<file path="src/rtl/game_pkg.sv">
// Shared types for the dice-game turn sequencer: state/result encodings and
// the bit positions of the one-hot phase-enable vector.
package game_pkg;

  typedef enum logic [2:0] {
    S_START  = 3'd0,
    S_ROLL   = 3'd1,
    S_CHOOSE = 3'd2,
    S_WON    = 3'd3,
    S_LOST   = 3'd4
  } state_e;

  typedef enum logic [1:0] {
    RES_CONTINUE = 2'b00,
    RES_WIN      = 2'b01,
    RES_LOSE     = 2'b10,
    RES_RSVD     = 2'b11
  } result_e;

  localparam int PH_START  = 0;
  localparam int PH_ROLL   = 1;
  localparam int PH_CHOOSE = 2;
  localparam int PH_END    = 3;

endpackage

</file>
<file path="src/rtl/phase_decode.sv">
// Maps a sequencer state to the one-hot enable of the phase module that owns it.
// Illegal encodings decode to the start phase, matching the FSM's recovery target.
module phase_decode
  import game_pkg::*;
(
  input  state_e      state,
  output logic [3:0]  phase_en
);

  always_comb begin
    phase_en = '0;
    case (state)
      S_START:       phase_en[PH_START]  = 1'b1;
      S_ROLL:        phase_en[PH_ROLL]   = 1'b1;
      S_CHOOSE:      phase_en[PH_CHOOSE] = 1'b1;
      S_WON, S_LOST: phase_en[PH_END]    = 1'b1;
      default:       phase_en[PH_START]  = 1'b1;
    endcase
  end

endmodule

</file>
<file path="src/rtl/turn_sequencer.sv">
// Turn sequencer for the dice game: hands the turn between phase modules via a
// registered one-hot enable and entry pulse, counts continues and latches the outcome.
module turn_sequencer
  import game_pkg::*;
#(
  parameter int MAX_TURNS = 10,
  parameter int TURN_W    = 4
) (
  input  logic              clk,
  input  logic              rst,
  input  logic              start_done,
  input  logic              roll_done,
  input  logic              choose_done,
  input  logic [1:0]        choose_result,
  input  logic              end_done,
  output logic [3:0]        phase_en,
  output logic              phase_go,
  output logic [TURN_W-1:0] turns,
  output logic [2:0]        state,
  output logic              won,
  output logic              lost,
  output logic              err
);

  // state    | meaning
  // S_START  | start phase owns the turn; counter and outcome cleared on entry
  // S_ROLL   | roll phase owns the turn
  // S_CHOOSE | choose phase decides continue / win / lose
  // S_WON    | end display, player won
  // S_LOST   | end display, player lost (explicit or turns exhausted)

  state_e            state_q;
  state_e            state_nxt;
  logic [3:0]        phase_en_nxt;
  logic              fresh;
  logic              legal;
  logic              take;
  logic              stray;
  result_e           res;
  logic [TURN_W-1:0] turns_inc;

  assign state     = state_q;
  assign res       = result_e'(choose_result);
  assign turns_inc = turns + 1'b1;

  always_comb begin
    state_nxt = state_q;
    take      = 1'b0;
    stray     = 1'b0;
    legal     = 1'b1;
    case (state_q)
      S_START: begin
        stray = roll_done | choose_done | end_done;
        if (start_done) begin
          take      = 1'b1;
          state_nxt = S_ROLL;
        end
      end
      S_ROLL: begin
        stray = start_done | choose_done | end_done;
        if (roll_done) begin
          take      = 1'b1;
          state_nxt = S_CHOOSE;
        end
      end
      S_CHOOSE: begin
        stray = start_done | roll_done | end_done;
        if (choose_done) begin
          take = 1'b1;
          case (res)
            RES_WIN:  state_nxt = S_WON;
            RES_LOSE: state_nxt = S_LOST;
            default:  state_nxt = (turns_inc == TURN_W'(MAX_TURNS)) ? S_LOST : S_ROLL;
          endcase
        end
      end
      S_WON, S_LOST: begin
        stray = start_done | roll_done | choose_done;
        if (end_done) begin
          take      = 1'b1;
          state_nxt = S_START;
        end
      end
      default: begin
        legal     = 1'b0;
        state_nxt = S_START;
      end
    endcase
    // A done still high in the entry cycle belongs to the previous occupancy.
    if ((phase_go || fresh) && legal) begin
      take      = 1'b0;
      state_nxt = state_q;
    end
  end

  phase_decode u_phase_decode (
    .state    (state_nxt),
    .phase_en (phase_en_nxt)
  );

  always_ff @(posedge clk) begin
    if (rst) begin
      state_q  <= S_START;
      phase_en <= 4'b0001;
      phase_go <= 1'b0;
      turns    <= '0;
      won      <= 1'b0;
      lost     <= 1'b0;
      err      <= 1'b0;
      fresh    <= 1'b1;
    end else begin
      fresh    <= 1'b0;
      phase_go <= take | fresh | ~legal;
      state_q  <= state_nxt;
      phase_en <= phase_en_nxt;
      if (stray || !legal || (take && state_q == S_CHOOSE && res == RES_RSVD))
        err <= 1'b1;
      if (take) begin
        case (state_nxt)
          S_START: begin
            turns <= '0;
            won   <= 1'b0;
            lost  <= 1'b0;
          end
          S_WON:   won  <= 1'b1;
          S_LOST:  lost <= 1'b1;
          default: ;
        endcase
        if (state_q == S_CHOOSE && res != RES_WIN && res != RES_LOSE)
          turns <= turns_inc;
      end
      if (!legal) begin
        turns <= '0;
        won   <= 1'b0;
        lost  <= 1'b0;
      end
    end
  end

endmodule
</file>
<file path="config.mk">
export PLATFORM = sky130hd
export DESIGN_NAME = turn_sequencer
export DESIGN_NICKNAME = d
export VERILOG_FILES = /design/src/rtl/game_pkg.sv /design/src/rtl/phase_decode.sv /design/src/rtl/turn_sequencer.sv
export SDC_FILE = /design/constraint.sdc
export NUM_CORES = 1
export LEC_CHECK = 0
export CORE_MARGIN = 2
export CORE_UTILIZATION = 30
export DETAILED_ROUTE_END_ITERATION = 6
export GPL_TIMING_DRIVEN = 1
export PLACE_DENSITY = 0.54
export SYNTH_ARGS = -nofsm -noshare
export SYNTH_HDL_FRONTEND = slang
export SYNTH_SLANG_ARGS = --single-unit
</file>
<file path="constraint.sdc">
create_clock -name clk -period 1.92 [get_ports clk]
set_clock_uncertainty 0.2 [all_clocks]
set_input_delay 0.192 -clock clk [delete_from_list [all_inputs] [get_ports clk]]
set_output_delay 0.192 -clock clk [all_outputs]
set_load 0.1 [all_outputs]
</file>
* Word level (Yosys, flattened, before mapping)
Cells that the tools add are included.
** Operators by class
- Equal/unequal tests :: 14
- Bitwise operators :: 10
- Add/subtract/negate cells :: 1
- Reductions and logical operators :: 22
- Muxes and demuxes :: 25
** Operator list (count)
- $mux 3 :: 6
- $eq 3x2->1 const B :: 4
- $pmux 3 s4 :: 1
- $mux 1 :: 11
- $or 1x1->1 :: 9
- $mux 4 :: 2
- $pmux 1 s4 :: 2
- $eq 3x1->1 const B :: 2
- $eq 3x3->1 const B :: 2
- $logic_not 3->1 :: 2
- $pmux 3 s2 :: 1
- $reduce_and 2->1 :: 3
- $reduce_bool 2->1 :: 3
- $reduce_or 2->1 :: 3
- $logic_and 1x1->1 :: 5
- $reduce_or 5->1 :: 1
- $add 4x1->4 const B :: 1
- $eq 2x2->1 const B :: 2
- $eq 4x4->1 const B :: 1
- $pmux 1 s2 :: 2
- $reduce_or 4->1 :: 1
- $logic_or 1x1->1 :: 3
- $eq 2x1->1 const B :: 1
- $ne 2x1->1 const B :: 1
- other kinds (3) :: 3
** Word-level totals
- Register bits after elaboration :: 16
- Word-level logic and storage cells :: 80
- Output and inout bits :: 15

* Depth between registers and ports, before layout
- Depth in word-level cells :: 10
- Mapped depth :: 8
- Gate-level depth less buffers :: 8

* Modules after synthesis
A second synthesis with hierarchy kept.
** Unflattened totals
- Cells, all modules :: 134
- Area, all modules :: 1147.4 µm²
** Modules (own cells, without submodules)
- turn_sequencer :: area an instance 1103.6 µm², times used 1, seq. area each 320.3 µm², cells an instance 128
- phase_decode :: area an instance 43.8 µm², times used 1, seq. area each 0.0 µm², cells an instance 6

* Worst setup path after synthesis
No wires, ideal clock.
- Path type :: reg-to-reg
- Start point :: register turns[0]
- End point :: register won
- Path slack :: -947 ps
- Arrival :: 2551 ps
- Data required time :: 1604 ps
- Cell stages (with the launch flop) :: 7
- Clock period less this slack :: 2867 ps
- Cells stage by stage :: dfxtp_1 > ha_1 > nand4b_1 > o221a_2 > o31ai_4 > nor3_1 > a31o_1
** Between the ends
- Word-level cells in the longest chain between the ends :: 10
- Elaborated cells between the ends (all ways) :: 12
** RTL lines
- start, declared :: RTL line turn_sequencer.sv:18 : output logic [TURN_W-1:0] turns,
- start signal, assigned :: RTL line turn_sequencer.sv:130 : turns <= turns_inc;
- $add 4x1->4 (*) :: RTL line turn_sequencer.sv:44 : assign turns_inc = turns + 1'b1;
- $eq 4x4->1 (*) :: RTL line turn_sequencer.sv:73 : default: state_nxt = (turns_inc == TURN_W'(MAX_TURNS)) ? S_LOST : S_ROLL;
- $mux 3 (*) :: RTL line turn_sequencer.sv:73
- $pmux 3 s2 (*) :: RTL line turn_sequencer.sv:70 : case (res)
- $mux 3 (*) :: RTL line turn_sequencer.sv:68 : if (choose_done) begin
- $pmux 3 s4 (*) :: RTL line turn_sequencer.sv:51 : case (state_q)
- $mux 3 (*) :: RTL line turn_sequencer.sv:90 : if ((phase_go || fresh) && legal) begin
- $eq 3x2->1 or $logic_not 3->1 (tied branches) :: RTL line turn_sequencer.sv:119 : case (state_nxt)
- $reduce_bool 2->1 (no line)
- $reduce_and 2->1 (no line)
- end signal, assigned :: RTL line turn_sequencer.sv:122 : won <= 1'b0;
- end signal, assigned :: RTL line turn_sequencer.sv:125 : S_WON: won <= 1'b1;
- end signal, assigned :: RTL line turn_sequencer.sv:134 : won <= 1'b0;
- end, declared :: RTL line turn_sequencer.sv:20 : output logic won,
Every way passes the cells marked *; elsewhere a longest branch is shown, timed or not.
A chain may end at the register's enable or synchronous reset.

* Worst setup path after layout
- Start point :: register turns[1]
- End point :: register won
Same word-level chain as after synthesis.

==> impl_results.md <==
* Setup crit start kind: flop
* Layout fillers at 326
* Die width at 64.4 um
* CP peak stage delay at 0.40 ns
* Yosys cell types at 48
* Clk buf depth at 2
* CP required at 1.92 ns
* TritonCTS buffer count at 3
* Die Footprint at 0.00414 mm2
* Post-Synthesis Cells at 128
* Root Buffer: clkbuf_4
* Core area at 0.00342 mm2
* Share of total power in sequential cells at 33.6%
* Dominant cell type by area after synthesis: dfxtp_1
* Fin. Hold Viols at 0
* Post-synth ARST share at 0%
* Clock power frac at 21.1%
* Sequential share of the synthesized area at 29.3%
* Drt wl/cell at 13.4 um
* Crit path DAT at 2.01 ns
* Reg clk slew, reported paths at 0.10 ns
* Slowest CP cell: dfxtp_4
* P_leak at 0.000770 uW
* Tot Pwr at 1090 uW
* Slew Viols, Final at 0
* Largest net degree at the start of global routing at 13
* Kind of critical path: flop to flop
* Antenna diodes at 0
* RSZ-0062 raised after global routing: true
* Mapped Avg Cell Area at 8.54 um2
* Switching Power at 419 uW
* Hold Crit Class: flop to flop
* Synth Flop Type: dfxtp_1
* Final WL at 3190 um
* Ys Warns at 0
* Relative slew slack at 71.8%
* Syn-to-layout area delta at 74.1%
* # port buffers at 22
* DR DRC count at 0
* Drt initial violations at 61
* CTS tree: done
* Yosys reg bits at 16
* Final setup fails at 11
* Grt ovf at 0
* Total Nets Final at 206
* Mapped cell area at 0.00109 mm2
* Status: complete, but fails checks
* Place WS at -0.512 ns
* Vias/cell at 4.98
* Placed wire-length estimate at 2400 um
* Maxcap violations at 0
* Share of the synthesized area in the top cell type at 29.3%
* Post-synth EDFFs at 0
* Final period util at 105%
* Global-route wire length before repair at 5530 um
* Sw Share at 38.5%
* Worst Slack Setup Final at -0.0969 ns
* Gr usage total at 16.9%
* Worst-Skew Late Latency at 0.29 ns
* Synth cell count leaders: dfxtp_1 (16), nor2_1 (9), a21oi_1 (8)
* Rows at 21
* Power Density at 571 mW/mm2
* Number of global-route vias before repair at 1190
* Die height at 64.4 um
* Achievable frequency at 496 MHz
* Worst setup EP type: flop
* Critical path cell sequence: ha_4 > nand4b_1 > buf_4 > o22a_1 > o21ai_2 > o211ai_4 > o311a_1 > a31o_1
* Initial antenna violation count at 0
* Via Count at 1186
* Largest cells by area after synthesis: dfxtp_1 (29%), ha_1 (5.7%), mux2i_1 (4.6%), a21oi_1 (3.7%), o21ai_0 (3.2%)
* Worst Max-Slew Pin Slew at 0.424 ns
* Crit path time final at 2.02 ns
* GP Congestion at 0.826
* Gate power share at 45.3%
* Initial core utilization at 32.0%
* Final antenna-violating net count at 0
* Worst-path fanout max at 4
* P_int at 668 uW
* Final instance area at 0.00190 mm2
* Top-count cell post-synth: dfxtp_1
* Peak supply drop at 482 uV
* Syn_nets at 141
* CTS sink cnt at 16
* Share of cells above drive strength 1 at 51.0%
* Placed Area at 0.00174 mm2
* # IOs at 23
* Failing checks: negative setup slack
* First-pass iteration count of the detailed router at 4
* Cts-stage hold buffer count at 0
* H-tree Lvls at 1
## kinds of logic after synthesis
logic type	share of synthesized area, %
DFF	29.3
muxes	4.58
and+or+nand+nor	28.7
AOI/OAI and AO/OA	24.8
adders and majority gates	5.72
buffers and inverters	6.06
xor gates and xnor gates	0.801
## flip-flops by register name (all words and copies together), names as in the netlist
register  flops
err           1
fresh         1
lost          1
phase_en      4
phase_go      1
state         3
turns         4
won           1
## worst max-delay path, delay by kind of cell, from the launching register on
kind            cells  cell delay, ns
compound gates      5            0.86
buf+inv             1            0.16
simple gates        1            0.14
flops               1            0.40
fa+ha+maj           1            0.16
## metal layers
| layer | global-route usage [%] | part of all wire (%) | up-vias | wire [um] |
|---|---|---|---|---|
| met4 | 3.19 | 0.44 | 0 | 14 |
| li1 | - | - | 600 | - |
| met5 | 0 | 0 | - | 0 |
| met2 | 30.7 | 55 | 17 | 1740 |
| met3 | 3.87 | 3.8 | 2 | 122 |
| met1 | 20.3 | 41 | 567 | 1310 |
## power groups by stage
stage | Combinational [uW] | Sequential [uW] | Clock [uW]
floorplan | 146 | 499 | 0
global placement | 435 | 372 | 0
detailed placement | 439 | 373 | 0
CTS | 474 | 366 | 243
global route | 526 | 368 | 257
finish | 493 | 365 | 229
## per-stage QoR
step / utilization (%) / instances / hold slack (ns) / TNS [ns]
floorplan: - / 128 / 0.0197 / -1.40
global placement: 50.8 / 229 / 0.257 / -4.12
detailed placement: 50.8 / 229 / 0.255 / -4.89
CTS: 54.2 / 236 / 0.280 / -0.626
global route: 55.8 / 238 / 0.323 / -1.76
finish: 55.8 / 238 / 0.276 / -0.782
## final timing paths
path | from | end | slack, ns | depth (start not counted)
setup reg to reg | turns[1] | won | -0.1 | 8
setup / recovery | turns[1] | won | -0.1 | 8
hold reg to reg | lost | lost | 0.28 | 1
hold / removal | lost | lost | 0.28 | 1
## layout make-up
cell class                      instances  area (um2)  share of cell area [%]
Sequential cell                        16         345                    18.1
Multi-Input combinational cell        100         822                    43.2
Timing Repair Buffer                   65         614                    32.3
Inverter                                7        28.8                    1.51
Clock buffer                            4        36.3                    1.91
Tap cell                               46        57.6                    3.02
## placed cells by master (no fill, tap or decap), types with 3 or more instances in the layout
| cell type | instances |
|---|---|
| clkbuf_4 | 3 |
| o21ai_2 | 3 |
| buf_4 | 48 |
| o21ai_0 | 3 |
| nor3_1 | 5 |
| ha_4 | 4 |
| nand2b_1 | 4 |
| mux2i_1 | 5 |
| dfxtp_4 | 6 |
| and2_1 | 3 |
| o21ai_1 | 4 |
| inv_1 | 5 |
| nand2_1 | 7 |
| dfxtp_1 | 8 |
| nand3_1 | 5 |
| buf_12 | 8 |
| clkdlybuf4s50_1 | 5 |
| a21oi_1 | 7 |
| nor2_1 | 8 |
## timing repair
item / CTS / global route
gates resized for setup: 11 / 10
endpoints found under the setup margin: 11 / 11
pin swaps: 8 / 4
buffers inserted: 3 / 2
Power figures use the tool's default switching activity.
